===== config.mk =====
export PLATFORM = sky130hd
export DESIGN_NAME = version_string_reader_flat
export DESIGN_NICKNAME = d
export VERILOG_FILES = /design/src/rtl/version_string_reader_if.sv /design/src/rtl/version_string_reader.sv /design/src/flat_wrapper.sv
export SDC_FILE = /design/constraint.sdc
export NUM_CORES = 1
export LEC_CHECK = 0
export CAP_MARGIN = 10
export CORE_MARGIN = 2
export CORE_UTILIZATION = 25
export DETAILED_ROUTE_END_ITERATION = 8
export PLACE_DENSITY = 0.57
export SLEW_MARGIN = 20
export SYNTH_ARGS = -nofsm -noshare
export SYNTH_HDL_FRONTEND = slang
export SYNTH_SLANG_ARGS = --single-unit

===== constraint.sdc =====
create_clock -name clk_i -period 1.34 [get_ports clk_i]
set_clock_uncertainty 0.05 [all_clocks]
set_input_delay 0.268 -clock clk_i [delete_from_list [all_inputs] [get_ports clk_i]]
set_output_delay 0.268 -clock clk_i [all_outputs]
set_load 0.01 [all_outputs]

===== src/rtl/version_string_reader_if.sv =====
// Bus-initiator and byte-stream signals of the version string reader.
// master: the reader itself. slave: the bus/consumer side (bench or fabric).
interface version_string_reader_if #(
  parameter int address_width = 15,
  parameter int data_width    = 16
);
  logic                     bus_req_o;
  logic                     bus_gnt_i;
  logic [address_width-1:0] address_o;
  logic [data_width-1:0]    data_o;
  logic                     rd_wr_o;
  logic [data_width-1:0]    data_i;
  logic [7:0]               tx_data_o;
  logic                     tx_valid_o;
  logic                     tx_ready_i;

  modport master (
    output bus_req_o, address_o, data_o, rd_wr_o, tx_data_o, tx_valid_o,
    input  bus_gnt_i, data_i, tx_ready_i
  );

  modport slave (
    input  bus_req_o, address_o, data_o, rd_wr_o, tx_data_o, tx_valid_o,
    output bus_gnt_i, data_i, tx_ready_i
  );
endinterface


===== src/rtl/version_string_reader.sv =====
// Fetches the packed firmware version string word by word over the system
// bus and streams its bytes (most significant byte of each word first) on a
// valid/ready byte interface.
// Optional: define VERSION_READER_NEWLINE_EN to append 0x0D 0x0A after the
// string.
//
// state | meaning
// IDLE  | waiting for start_i, bus untouched
// REQ   | requesting the bus for word k
// WAIT  | granted, counting read latency before sampling data_i
// SEND  | presenting bytes of the captured word
// NL    | presenting CR then LF (newline build only)
// DONE  | one-cycle completion pulse
module version_string_reader #(
  parameter int BaseAddress   = 0,
  parameter int NumCharacters = 44,
  parameter int CharsPerWord  = 2,
  parameter int ReadLatency   = 1,
  parameter int address_width = 15,
  parameter int data_width    = 16
) (
  input  logic clk_i,
  input  logic reset_i,
  input  logic start_i,
  output logic busy_o,
  output logic done_o,
  version_string_reader_if.master bus
);

  localparam int NumWords = NumCharacters / CharsPerWord;
  localparam int WordIdxW = (NumWords > 1) ? $clog2(NumWords) : 1;
  localparam int ByteIdxW = (CharsPerWord > 1) ? $clog2(CharsPerWord) : 1;
  localparam int LatW     = (ReadLatency > 1) ? $clog2(ReadLatency) : 1;

  localparam logic [WordIdxW-1:0] LastWord = WordIdxW'(NumWords - 1);
  localparam logic [ByteIdxW-1:0] LastByte = ByteIdxW'(CharsPerWord - 1);
  localparam logic [LatW-1:0]     LatLoad  = (ReadLatency > 0) ? LatW'(ReadLatency - 1) : '0;

`ifdef VERSION_READER_NEWLINE_EN
  typedef enum logic [2:0] {IDLE, REQ, WAIT, SEND, NL, DONE} state_t;
`else
  typedef enum logic [2:0] {IDLE, REQ, WAIT, SEND, DONE} state_t;
`endif

  state_t state_q, state_d;

  logic [WordIdxW-1:0]      word_idx_q;
  logic [ByteIdxW-1:0]      byte_idx_q;
  logic [LatW-1:0]          lat_q;
  logic [data_width-1:0]    word_q;
  logic [7:0]               cur_byte;
  logic [address_width-1:0] cur_addr;

  logic word_clr, word_inc, byte_clr, byte_inc, lat_load, lat_dec, capture;
  logic req, valid;
  logic [7:0] tx_byte;
  logic [address_width-1:0] addr;

  assign cur_addr = address_width'(BaseAddress) + address_width'(word_idx_q);

  // Pick the byte of the captured word selected by byte_idx_q, MSB byte first.
  always_comb begin
    cur_byte = '0;
    for (int j = 0; j < CharsPerWord; j++) begin
      if (byte_idx_q == ByteIdxW'(j)) cur_byte = word_q[8*(CharsPerWord-1-j) +: 8];
    end
  end

  // State register; a low reset_i aborts any operation in progress.
  always_ff @(posedge clk_i) begin
    if (!reset_i) state_q <= IDLE;
    else          state_q <= state_d;
  end

  // Word/byte indices, latency down-counter and captured word.
  always_ff @(posedge clk_i) begin
    if (!reset_i) begin
      word_idx_q <= '0;
      byte_idx_q <= '0;
      lat_q      <= '0;
      word_q     <= '0;
    end else begin
      if (word_clr)      word_idx_q <= '0;
      else if (word_inc) word_idx_q <= word_idx_q + WordIdxW'(1);
      if (byte_clr)      byte_idx_q <= '0;
      else if (byte_inc) byte_idx_q <= byte_idx_q + ByteIdxW'(1);
      if (lat_load)      lat_q <= LatLoad;
      else if (lat_dec)  lat_q <= lat_q - LatW'(1);
      if (capture)       word_q <= bus.data_i;
    end
  end

  // Next-state decode and Moore outputs.
  always_comb begin
    state_d  = state_q;
    word_clr = 1'b0;
    word_inc = 1'b0;
    byte_clr = 1'b0;
    byte_inc = 1'b0;
    lat_load = 1'b0;
    lat_dec  = 1'b0;
    capture  = 1'b0;
    req      = 1'b0;
    addr     = '0;
    valid    = 1'b0;
    tx_byte  = '0;
    busy_o   = (state_q != IDLE);
    done_o   = 1'b0;
    unique case (state_q)
      IDLE: begin
        if (start_i) begin
          state_d  = REQ;
          word_clr = 1'b1;
          byte_clr = 1'b1;
        end
      end
      REQ: begin
        req  = 1'b1;
        addr = cur_addr;
        if (bus.bus_gnt_i) begin
          if (ReadLatency == 0) begin
            capture  = 1'b1;
            byte_clr = 1'b1;
            state_d  = SEND;
          end else begin
            lat_load = 1'b1;
            state_d  = WAIT;
          end
        end
      end
      WAIT: begin
        req  = 1'b1;
        addr = cur_addr;
        if (!bus.bus_gnt_i) begin
          state_d = REQ;
        end else if (lat_q == '0) begin
          capture  = 1'b1;
          byte_clr = 1'b1;
          state_d  = SEND;
        end else begin
          lat_dec = 1'b1;
        end
      end
      SEND: begin
        valid   = 1'b1;
        tx_byte = cur_byte;
        if (bus.tx_ready_i) begin
          if (byte_idx_q == LastByte) begin
            byte_clr = 1'b1;
            if (word_idx_q == LastWord) begin
`ifdef VERSION_READER_NEWLINE_EN
              state_d = NL;
`else
              state_d = DONE;
`endif
            end else begin
              word_inc = 1'b1;
              state_d  = REQ;
            end
          end else begin
            byte_inc = 1'b1;
          end
        end
      end
`ifdef VERSION_READER_NEWLINE_EN
      NL: begin
        valid   = 1'b1;
        tx_byte = (byte_idx_q == '0) ? 8'h0D : 8'h0A;
        if (bus.tx_ready_i) begin
          if (byte_idx_q == '0) byte_inc = 1'b1;
          else                  state_d  = DONE;
        end
      end
`endif
      DONE: begin
        done_o  = 1'b1;
        state_d = IDLE;
      end
      default: state_d = IDLE;
    endcase
  end

  assign bus.bus_req_o  = req;
  assign bus.address_o  = addr;
  assign bus.data_o     = '0;
  assign bus.rd_wr_o    = 1'b0;
  assign bus.tx_valid_o = valid;
  assign bus.tx_data_o  = tx_byte;

endmodule


===== src/flat_wrapper.sv =====
// flat-port wrapper written by rule: the top's interface ports become plain ports
module version_string_reader_flat 
#(
  parameter int BaseAddress   = 0,
  parameter int NumCharacters = 44,
  parameter int CharsPerWord  = 2,
  parameter int ReadLatency   = 1,
  parameter int address_width = 15,
  parameter int data_width    = 16
)
  (clk_i, reset_i, start_i, busy_o, done_o, bus_bus_req_o, bus_address_o, bus_data_o, bus_rd_wr_o, bus_tx_data_o, bus_tx_valid_o, bus_bus_gnt_i, bus_data_i, bus_tx_ready_i);
  version_string_reader_if #(.address_width(address_width), .data_width(data_width)) bus_i ();
  input  logic clk_i;
  input  logic reset_i;
  input  logic start_i;
  output logic busy_o;
  output logic done_o;
  output wire logic [$bits(bus_i.bus_req_o)-1:0] bus_bus_req_o;
  output wire logic [$bits(bus_i.address_o)-1:0] bus_address_o;
  output wire logic [$bits(bus_i.data_o)-1:0] bus_data_o;
  output wire logic [$bits(bus_i.rd_wr_o)-1:0] bus_rd_wr_o;
  output wire logic [$bits(bus_i.tx_data_o)-1:0] bus_tx_data_o;
  output wire logic [$bits(bus_i.tx_valid_o)-1:0] bus_tx_valid_o;
  input wire logic [$bits(bus_i.bus_gnt_i)-1:0] bus_bus_gnt_i;
  input wire logic [$bits(bus_i.data_i)-1:0] bus_data_i;
  input wire logic [$bits(bus_i.tx_ready_i)-1:0] bus_tx_ready_i;
  assign bus_bus_req_o = bus_i.bus_req_o;
  assign bus_address_o = bus_i.address_o;
  assign bus_data_o = bus_i.data_o;
  assign bus_rd_wr_o = bus_i.rd_wr_o;
  assign bus_tx_data_o = bus_i.tx_data_o;
  assign bus_tx_valid_o = bus_i.tx_valid_o;
  assign bus_i.bus_gnt_i = bus_bus_gnt_i;
  assign bus_i.data_i = bus_data_i;
  assign bus_i.tx_ready_i = bus_tx_ready_i;
  version_string_reader #(.BaseAddress(BaseAddress), .NumCharacters(NumCharacters), .CharsPerWord(CharsPerWord), .ReadLatency(ReadLatency), .address_width(address_width), .data_width(data_width)) u_core (.clk_i(clk_i), .reset_i(reset_i), .start_i(start_i), .busy_o(busy_o), .done_o(done_o), .bus(bus_i));
endmodule

; Yosys cells after proc, flatten, opt, wreduce, memory -nomap -nowiden
; Cells that the tools add are included.
[totals]
regBits = 26
in_bits = 21
wordCells = 60
[op_classes]
addsub = 3
eq_ne = 10
mux = 34
bitwise_logic = 1
reduce_logical = 7
[ops]
columns = cell, n
row1 = 1-bit 2-to-1 mux, 22
row2 = 3-bit 2-to-1 mux, 7
row3 = 8-bit 2-to-1 mux, 2
row4 = 3-bit case mux with 4 select lines, 1
row5 = 2-bit OR reduction, 4
row6 = "3-bit by 2-bit == test with 1-bit output, second input constant", 2
row7 = "2-bit != test, second input constant", 3
row8 = "5-bit by 1-bit adder with 5-bit output, second input constant", 1
row9 = "5-bit == test, second input constant", 1
row10 = 5-bit 2-to-1 mux, 1
row11 = 5-bit AND reduction, 1
row12 = "3-bit by 1-bit == test with 1-bit output, second input constant", 1
row13 = "3-bit == test, second input constant", 1
row14 = 3-bit logical NOT, 1
row15 = "3-bit != test, second input constant", 1
row16 = 1-bit case mux with 3 select lines, 1
row17 = 3-bit nonzero test, 1
row18 = "2-bit by 1-bit != test with 1-bit output, second input constant", 1
row19 = "1-bit adder, second input constant", 1
row20 = 1-bit inverter, 1
row21 = "1-bit subtractor, second input constant", 1

; Longest topological paths before layout
[depth]
ltp_word = 5
mapped_depth = 7

; Worst setup path after synthesis
; No wires, ideal clock.
[synth_timing]
path_kind = flip-flop to flip-flop
from = reg u_core.state_q[2]
to = reg u_core.word_q[0]
setup_ns = 0.116
arrival_time_ns = 1.301
t_required_ns = 1.174
path_slack_ns = -0.128
path_stages_with_launch = 7
n_path_buf = 3
period_less_slack_ns = 1.468
cell_sequence = dfxtp_1 buf_6 or4_1 buf_2 buf_6 nand2_1 a21boi_1
[synth_via]
elab_chain_len = 2
[synth_rtl]
columns = item, line
row1 = start: declaration, version_string_reader.sv:45  ; state_t state_q, state_d;
row2 = start signal: assignment, version_string_reader.sv:72  ; else state_q <= state_d;
row3 = 3-bit by 2-bit == test with 1-bit output, version_string_reader.sv:109  ; unique case (state_q)
row4 = 1-bit 2-to-1 mux, version_string_reader.sv:109
row5 = end signal: assignment, version_string_reader.sv:89  ; if (capture) word_q <= bus.data_i;
row6 = end: declaration, version_string_reader.sv:50  ; logic [data_width-1:0] word_q;
; No other way between the ends.
; A chain may end at the register's enable or synchronous reset.

; Worst setup path after layout
[layout_timing]
from = reg u_core.state_q[1]
to = out bus_address_o[3]
[layout_via]
elab_chain_len = 3
word_cells_on_any_way = 4
cone_classes = eq/ne: 2 / mux: 1 / reduce/logical: 1
[layout_rtl]
columns = item, line
row1 = 3-bit by 1-bit == test with 1-bit output / 3-bit by 2-bit == test with 1-bit output (equally long branches), version_string_reader.sv:109
row2 = 2-bit OR reduction (no line) (*), n/a
row3 = 5-bit 2-to-1 mux (*), version_string_reader.sv:109
row4 = end: declaration, flat_wrapper.sv:19  ; output wire logic [$bits(bus_i.address_o)-1:0] bus_address_o;
; Every way passes the cells marked *; elsewhere a longest branch is shown, timed or not.

==> flow_summary.yaml <==
setup_path:
  cp_common_cell: "buf_6"
  worst_setup_path_start_kind: "flip-flop"
  worstPathCellList: "xnor2_4 > nor2_4 > buf_6 > and2_4 > buf_6"
  crit_path_max_fanout: 4
  cp_data_required_time_ns: 1.02
  crit_buf_inv: 2
  worstSetupEndpointType: "output port"
  timing.critical_path.arrival_ns: 1.30
  worst_path_dominant_cell_family: "flip-flops"
  critical-path-max-stage-delay_ns: 0.39
  timing_worst_setup_path_type: "reg2out"
  slowest_stage: "dfxtp_4"
final_layout:
  layout-drive-gt1-share: 0.4981
  antenna-diode-count: 0
  design.final.nets: 289
  area_overhead_vs_synth_pct: 74.74
  area.sequential_um2: 530.5
  final_cells: 340
  final_common_cell: "buf_6"
  fillCellCount: 571
  multi_input_area_um2: 1195
  final_util: 0.4566
  mostFrequentLayoutCells: "28 x buf_6, 27 x conb_1, 27 x buf_4"
clock_tree:
  cts_tree: "yes"
  max_h_tree_level: 1
  tritoncts.num_buffers: 3
  clkTransAtPathRegs_ns: 0.10
  cts-root-buf: "clkbuf_8"
  clock_latency_on_the_worst_skew_pair_ns: 0.27
  clk_path_buf_depth: 2
  cts_num_sinks: 26
  cts_hold_buf: 0
power_and_ir_drop:
  share_comb_of_total_power: 0.484
  seq_power_share: 0.329
  net-switching-power_mw: 0.8937
  power_frac_clock: 0.187
  power_report.internal_total_mw: 1.854
  worst_ir_drop_vdd_mv: 0.5705
  power_density_nw_per_um2: 1005
  power.total_mw: 2.748
  switching_share_of_power: 0.3253
  total_leakage_power_nw: 1.142
place:
  place_congestion: 0.7758
  port_buffers: 37
  dp_worst_setup_slack_ns: -0.4219
  numPlacedInstances: 311
  hpwlAfterDp_um: 2441
timing:
  setup_repair_after_global_routing_missed_its_margin: "yes"
  maxSlewViolCount: 0
  layout_setup_ws_ns: -0.2772
  finalSetupViolations: 41
  fmax_achieved_ghz: 0.6184
  timing.final.crit_share: 1.207
  final_hold_viol_count: 0
  layout_min_cycle_time_ns: 1.617
die:
  die-height_um: 83.13
  initial_utilization: 0.2613
  dieArea_um2: 6910
  dieWidth_um: 83.13
  rows: 28
  floorplan.core_area_um2: 5991
  boundaryPins: 65
detailed_routing:
  drt_total_wl_um: 4353
  drt_drc_violations_left: 0
  wl_per_cell_um: 12.80
  drt-pass1-iter-count: 5
  dr_total_vias: 1415
  routed_via_density: 4.162
  number_of_design_rule_violations_left_by_the_first_detailed_router_iteration: 52
  antenna_violating_nets_post_route: 0
logic_synthesis:
  avgSynthCellArea_um2: 8.461
  synthTopCellsByArea: "dfxtp_1 33%, buf_4 13%, nand2_1 8.9%"
  synth_cell_types: 38
  netlist.top_cell.by_area: "dfxtp_1"
  ys_seq_area_frac: 0.3325
  number_of_warning_messages_in_the_yosys_log: 0
  synth_edf_count: 0
  ys_async_sr_fraction: 0
  synth.ff_latch_count: 26
  synth_top_area_share: 0.3325
  synthesis.area_um2: 1565
  main_flop_type_after_synthesis: "dfxtp_1"
  post_synth_inst_count: 185
worst_hold_path:
  min-delay-path-class: "reg2reg"
status:
  violations_in_the_final_reports: "setup timing"
  outcome: "finished, violations left"
grt:
  grt_remaining_overflow: 0
  first_pass_grt_wire_length_um: 6506
  grt_max_degree: 18
  overall_fraction_of_global_route_tracks_in_use: 0.1139
  grt_antenna_before_repair: 0
  via_count_of_the_first_global_routing_pass: 1348
job:
  max-cap-violations: 0
[cells in the mapped netlist (2+ instances only)]
master    instances
xnor2_1           5
a21oi_1           2
a211oi_1          2
nor3_1            5
clkbuf_1          3
dfxtp_1          26
and2_1            4
a21boi_0          6
inv_1             4
buf_4            27
buf_2             3
nand3_1           2
buf_6             4
nand2_1          37
ha_1              2
a21boi_1         10
mux2i_1           9
nor2_1           14
[worst reg2reg max path, cell delays in order (launching register included)]
cell and delay [ns]:
dfxtp_4 0.42, buf_6 0.14, buf_6 0.10, nand2_4 0.05, buf_6 0.13, nor4_4 0.14, buf_6 0.17, clkbuf_16 0.17
nand2_4 0.04, a21boi_1 0.12
[routing by layer]
layer	wire length [um]	vias to the layer above	GRT usage
met5	0	-	0
met4	34	0	0.04024
met3	105	2	0.01392
met2	2278	30	0.1870
met1	1935	664	0.1535
li1	-	719	-
[cells by family after synthesis]
family / synth area share
adders and majority gates: 0.01598
xor gates and xnor gates: 0.03357
AOI/OAI and AO/OA: 0.1119
muxes: 0.05756
other: 0.002396
buffers and inverters: 0.1846
DFF: 0.3325
and+or+nand+nor: 0.2614
[flip-flops by register name, indices dropped and copies added, names as in the netlist]
register and count:
u_core.byte_idx_q 1, u_core.lat_q 1, u_core.state_q 3, u_core.word_idx_q 5, u_core.word_q 16
[layout make-up]
type	instances	area share
multi-input combinational	145	0.4369
inverter	4	0.006404
clock buffer	4	0.02013
timing repair buffer	86	0.3083
sequential	26	0.1940
tap	75	0.03431
[stage by stage]
| stage | hold WS (ns) | area, um^2 | TNS (ns) |
|---|---|---|---|
| 5_1_grt | 0.4247 | 2735 | -10.76 |
| 6_report | 0.4041 | 2735 | -8.084 |
| 3_3_place_gp | 0.3915 | 2083 | -14.66 |
| 2_1_floorplan | 0.3055 | 1687 | -1.476 |
| 4_1_cts | 0.4115 | 2464 | -6.436 |
| 3_5_place_dp | 0.3966 | 2083 | -14.89 |
[path summary, 6_finish.rpt]
path / from / end / slack [ns] / depth (start not counted)
worst max-delay path: u_core.state_q[1]$_SDFFE_PN0P_ / bus_address_o[3] / -0.28 / 5
worst min-delay path: u_core.word_q[8]$_SDFFE_PN0P_ / u_core.word_q[8]$_SDFFE_PN0P_ / 0.40 / 2
worst max register to register: u_core.state_q[1]$_SDFFE_PN0P_ / u_core.word_q[8]$_SDFFE_PN0P_ / -0.25 / 9
worst min register to register: u_core.word_q[8]$_SDFFE_PN0P_ / u_core.word_q[8]$_SDFFE_PN0P_ / 0.40 / 2
[power groups by stage]
stage | clock (mW) | sequential (mW) | combinational, mW
floorplan | 0 | 0.876 | 0.484
global placement | 0 | 0.877 | 0.754
detailed placement | 0 | 0.880 | 0.761
CTS | 0.521 | 0.904 | 1.13
global route | 0.558 | 0.915 | 1.41
finish | 0.515 | 0.904 | 1.33
[what timing repair did]
item	4_1_cts	5_1_grt
gates cloned	1	2
resized for setup	124	48
setup endpoints to repair	41	42
buffers inserted	19	3
pin swaps	16	27
(Power assumes the default switching activity.)
